$ cat src/rtl/karatsuba_divider.sv
// rtl/karatsuba_divider.sv - restoring radix-2 unsigned divider, 2N/N -> N quotient and remainder
module karatsuba_divider #(
    parameter int N = 16
) (
    input  logic           clk,
    input  logic           rst_n,
    input  logic           in_valid,
    output logic           in_ready,
    input  logic [2*N-1:0] C,
    input  logic [N-1:0]   B,
    output logic           out_valid,
    input  logic           out_ready,
    output logic [N-1:0]   Q,
    output logic [N-1:0]   R,
    output logic           div_by_zero,
    output logic           overflow
);

    localparam int CW = (N > 2) ? $clog2(N) : 1;

    typedef enum logic [1:0] {
        IDLE = 2'd0,
        CALC = 2'd1,
        DONE = 2'd2
    } state_t;

    state_t state;
    state_t state_next;

    // Partial remainder. It always stays below the divisor, so N bits hold it.
    logic [N-1:0]  rem;
    logic [N-1:0]  qsh;
    logic [CW-1:0] cnt;
    logic [N-1:0]  divisor;

    logic          accept;
    logic          b_zero;
    logic          b_ovf;
    logic [N:0]    t;
    logic          ge;
    logic [N-1:0]  diff;
    logic [N-1:0]  rem_step;
    logic [N-1:0]  qsh_step;

    assign accept = in_valid && (state == IDLE);
    assign b_zero = (B == '0);
    assign b_ovf  = (C[2*N-1:N] >= B);

    // The shifted remainder is N+1 bits wide so the compare never drops the carry.
    assign t        = {rem, qsh[N-1]};
    assign ge       = (t >= {1'b0, divisor});
    assign diff     = t[N-1:0] - divisor;
    assign rem_step = ge ? diff : t[N-1:0];
    assign qsh_step = {qsh[N-2:0], ge};

    // State register.
    always_ff @(posedge clk or negedge rst_n) begin
        if (!rst_n) begin
            state <= IDLE;
        end else begin
            state <= state_next;
        end
    end

    // Next-state logic and handshake outputs.
    always_comb begin
        state_next = state;
        in_ready   = 1'b0;
        out_valid  = 1'b0;
        case (state)
            IDLE: begin
                in_ready = 1'b1;
                if (in_valid) begin
                    if (b_zero || b_ovf) begin
                        state_next = DONE;
                    end else begin
                        state_next = CALC;
                    end
                end
            end
            CALC: begin
                if (cnt == '0) begin
                    state_next = DONE;
                end
            end
            DONE: begin
                out_valid = 1'b1;
                if (out_ready) begin
                    state_next = IDLE;
                end
            end
            default: begin
                state_next = IDLE;
            end
        endcase
    end

    // Datapath: operand capture, one quotient bit per CALC cycle, result registers.
    always_ff @(posedge clk or negedge rst_n) begin
        if (!rst_n) begin
            rem         <= '0;
            qsh         <= '0;
            cnt         <= '0;
            divisor     <= '0;
            Q           <= '0;
            R           <= '0;
            div_by_zero <= 1'b0;
            overflow    <= 1'b0;
        end else begin
            case (state)
                IDLE: begin
                    if (accept) begin
                        div_by_zero <= 1'b0;
                        overflow    <= 1'b0;
                        if (b_zero) begin
                            div_by_zero <= 1'b1;
                            Q           <= '1;
                            R           <= C[N-1:0];
                        end else if (b_ovf) begin
                            overflow <= 1'b1;
                            Q        <= '1;
                            R        <= C[N-1:0];
                        end else begin
                            rem     <= C[2*N-1:N];
                            qsh     <= C[N-1:0];
                            cnt     <= CW'(N - 1);
                            divisor <= B;
                        end
                    end
                end
                CALC: begin
                    rem <= rem_step;
                    qsh <= qsh_step;
                    cnt <= cnt - CW'(1);
                    if (cnt == '0) begin
                        Q <= qsh_step;
                        R <= rem_step;
                    end
                end
                default: begin
                end
            endcase
        end
    end

endmodule
$ cat config.mk
export PLATFORM = sky130hd
export DESIGN_NAME = karatsuba_divider
export DESIGN_NICKNAME = d
export VERILOG_FILES = /design/src/rtl/karatsuba_divider.sv
export SDC_FILE = /design/constraint.sdc
export NUM_CORES = 1
export LEC_CHECK = 0
export ABC_AREA = 1
export ABC_CLOCK_PERIOD_IN_PS = 3200
export BUFFER_PORTS_ARGS = -buffer_cell sky130_fd_sc_hd__buf_2
export CORE_MARGIN = 1.5
export CORE_UTILIZATION = 60
export DETAILED_ROUTE_END_ITERATION = 6
export PLACE_DENSITY = 0.86
export RECOVER_POWER = 100
export SLEW_MARGIN = 10
export SYNTH_ARGS = -nofsm -noshare
export SYNTH_HDL_FRONTEND = slang
export SYNTH_SLANG_ARGS = --single-unit
$ cat constraint.sdc
create_clock -name clk -period 3.2 [get_ports clk]
set_input_delay 0.16 -clock clk [delete_from_list [all_inputs] [get_ports clk]]
set_output_delay 0.16 -clock clk [all_outputs]
set_load 0.005 [all_outputs]
==> PnR_summary.wiki <==
{| class="wikitable"
! Metric !! Value
|-
| Via total after detailed routing || 5482
|-
| Outcome || finished with violations
|-
| GRT Residual Overflow || 0
|-
| Met2 WL post-DR || 6990 µm
|-
| Post-synth top area share || 38.1%
|-
| Leading post-synthesis cells by cell area || dfrtp_1, nand2_1, ha_1
|-
| Number of pins exceeding their max-slew limit in the final report || 78
|-
| Post-DR wirelength/cell || 14.8 µm
|-
| Library cells used by synthesis || 41
|-
| Largest area contributor in the netlist || dfrtp_1
|-
| Setup violation total in the final timing report || 0
|-
| Clk pwr share || 10.9%
|-
| Total routing resource utilization after global routing || 30.3%
|-
| Die width || 101 µm
|-
| Std cell rows || 35
|-
| Number of iterations in the first detailed-routing pass || 6
|-
| Layout cells sized above 1 || 13.1%
|-
| Hold_ws || 0.0468 ns
|-
| Pin count of the biggest net entering global routing || 78
|-
| Post-synthesis async set-or-reset flop share || 100%
|-
| Commonest register cell after synthesis || dfrtp_1
|-
| Worst Skew || 0.0186 ns
|-
| Switching share of total power || 51.9%
|-
| Path class of the lowest-slack min-delay path || in -> reg
|-
| # H-tree levels || 3
|-
| Number of CTS-inserted buffers || 9
|-
| WHS Endpoint || divisor[14]
|-
| Global-route wire length before repair || 24000 µm
|-
| Number of maximum-capacitance violations || 1
|-
| Final critical path time including I/O delays and setup || 2.56 ns
|-
| Post-synthesis to final-layout area growth || 10.3%
|-
| Total buffers and inverters traversed by the critical path || 4
|-
| Top fanout value on the critical path || 23
|-
| Clock transition at the registers of the reported paths || 0.10 ns
|-
| Top-count cell post-synth || nand2_1
|-
| Worst-case setup margin in the final layout || 0.645 ns
|-
| Static leakage || 3.54 nW
|-
| CTS tree || built
|-
| Worst Hold Path Cells || 3
|-
| Initial standard-cell utilization of the core || 62.3%
|-
| Area of the die || 10200 µm²
|-
| Total number of yosys warnings || 0
|-
| HP Start || B[14]
|-
| Hold Fails Final Rpt || 0
|-
| Worst setup path category || in -> reg
|-
| FF-to-FF End || R[12]
|-
| Clock network latency to the later pin of the worst-skew pair || 0.37 ns
|-
| Worst vdd ir || 899 µV
|-
| Post-synth EDFFs || 0
|-
| Count of inserted antenna diode cells || 0
|-
| Placeable core region || 9280 µm²
|-
| Share of synthesized area occupied by flip-flops and latches || 38.1%
|-
| Port bufs || 87
|-
| Cells along the critical path || buf_2 -> inv_1 -> ha_1 -> a21oi_1 -> o21ai_0 -> a21oi_1 -> nand4_2 -> buf_4 -> nand2_1 -> clkbuf_1 -> o21ai_0 -> o21ai_0
|-
| # IOs || 88
|-
| Unrepaired setup endpoints after global routing || false
|-
| Arrival time at the worst endpoint || 2.84 ns
|-
| Via count normalized by instance count || 5.41
|-
| Startpoint kind of the worst setup timing path || input port
|-
| Final routed DRC violation total || 0
|-
| Internal power contribution || 3.41 mW
|-
| Slew @ Worst Pin || 1.91 ns
|-
| Post-Synthesis Mean Instance Area || 7.20 µm²
|-
| Part of the power in registers || 28.8%
|-
| Met1 Wirelength || 6400 µm
|-
| Half-perimeter wire length after detailed placement || 11400 µm
|-
| Max Buffers Root-to-Sink || 2
|-
| DRT Wirelength || 15000 µm
|-
| Detailed-routed wire length on met3 || 993 µm
|-
| Psw || 3.67 mW
|-
| Routed Antenna Nets || 0
|-
| Root buffer selected by CTS || clkbuf_8
|-
| Highest routing layer actually used || met4
|-
| Net count after synthesis || 889
|-
| Number of sinks driven by the clock tree || 88
|-
| Count of buffers added by post-CTS timing repair for setup || 0
|-
| Required time reported for the critical path endpoint || 3.49 ns
|-
| Layout Cell Area excl Fill || 6380 µm²
|-
| Net count reported at finish || 965
|-
| Cell count after synthesis || 803
|-
| Overall die height || 101 µm
|-
| Violated checks || capacitance limit, slew limit
|-
| Initial drt markers || 403
|-
| Final period util || 79.8%
|-
| Pre-CTS setup slack || 0.803 ns
|-
| Crit-path slowest cell || nand2_1
|-
| Post-synthesis sequential element count || 88
|-
| P per Cell Area || 1110 nW/µm²
|-
| Routability-driven placement congestion ratio || 0.964
|-
| Combinational share of power || 60.4%
|-
| R2r setup slk || 0.67 ns
|-
| R2R cell count || 9
|-
| Area of placed instances || 6250 µm²
|-
| Crit Reg-Reg Startpoint || state[1]
|-
| Critical Path Sink Type || flip-flop
|-
| Ranking of synthesized cells by instance count || nand2_1, inv_1, dfrtp_1
|-
| Fmax || 391 MHz
|-
| Via count of the first global-routing pass || 5137
|-
| Netlist Area Pre-Place || 5790 µm²
|-
| Normalized max-slew margin || -27.2%
|-
| Worst path top cell family by delay || compound AO/OA/AOI/OAI gates
|-
| Cell occurring most often along the worst timing path || o21ai_0
|-
| CP peak stage delay || 0.60 ns
|-
| Initial antenna violation count || 0
|-
| Total negative slack || 0 ns
|}
-- state kept, by name, summed over array words and instances, names as in the netlist --
register	cells
Q	16
R	16
cnt	4
div_by_zero	1
divisor	16
overflow	1
qsh	16
rem	16
state	2
-- worst max path at each step --
stage | cells after the start | startpoint | slack [ns] | endpoint
2_1_floorplan | 16 | qsh[15] | 1.28 | rem[14]
3_3_place_gp | 12 | B[9] | 0.85 | qsh[15]
3_5_place_dp | 12 | B[11] | 0.80 | qsh[7]
4_1_cts | 13 | qsh[15] | 0.87 | R[8]
5_1_grt | 9 | state[1] | 0.37 | R[9]
6_report | 12 | B[11] | 0.64 | cnt[3]
-- power by group through the flow --
stage               logic, mW  registers, mW  clock network (mW)
finish                   4.27           2.04               0.768
CTS                      4.37           2.03               0.771
global placement         4.22           2.03                   0
detailed placement       4.33           2.05                   0
floorplan                3.38           1.97                   0
global route             4.85           2.09               0.810
-- through the flow --
| stage | utilization [%] | power [mW] | std cells |
|---|---|---|---|
| 3_5_place_dp | 67.4 | 6.38 | 996 |
| 5_1_grt | 68.8 | 7.74 | 1013 |
| 4_1_cts | 69.6 | 7.17 | 1013 |
| 2_1_floorplan | - | 5.35 | 803 |
| 6_report | 68.8 | 7.08 | 1013 |
| 3_3_place_gp | 67.4 | 6.25 | 996 |
-- logic make-up (layout without fill, tap and decap cells) --
logic type               count (synthesis)  count (layout)  share of synthesized area (%)
buffers and inverters                  137             218                           10.1
XOR/XNOR                                 8               8                           1.21
flip-flops                              88              88                           38.1
AND/OR/NAND/NOR                        444             444                           34.8
adder cells (fa/ha/maj)                 34              34                           7.48
AO/OA/AOI/OAI                           92              92                           8.35
-- metal layers --
layer	track usage, %	up-vias
li1	-	2722
met2	50.2	237
met1	38.5	2469
met5	0	-
met3	5.04	54
met4	15.0	0
-- final cells by class --
cell class | count | area [µm²]
inverter | 107 | 402
timing repair buffer | 95 | 463
clock buffer | 9 | 124
sequential | 88 | 2200
multi-input combinational | 578 | 2960
clock inverter | 7 | 73.8
tap | 129 | 161
fill | 814 | 2900
-- what timing repair did --
item / in CTS / in global routing
resized for setup: 0 / 0
hold buffers: 1 / 0
hold endpoints to repair: 27 / 0
-- cells in the final DEF, fill, tap and decap left out, types with 9 or more instances in the layout --
cell / n
a21oi_1: 17
buf_2: 66
clkbuf_1: 22
clkbuf_8: 9
dfrtp_1: 88
ha_1: 33
inv_1: 99
nand2_1: 275
nand3_1: 77
nand4_1: 26
nor2_1: 40
o21ai_0: 67
-- worst reg2reg max path, cell delays in order, from the launching register on --
cell and delay (ns):
dfrtp_1 0.40, inv_1 0.12, nand2_4 0.32, inv_1 0.10, o21ai_0 0.16, o21a_1 0.19, nand2_1 0.06, nor2_1 0.82
nand2_1 0.20, nand2_1 0.11
(Power assumes the default switching activity.)
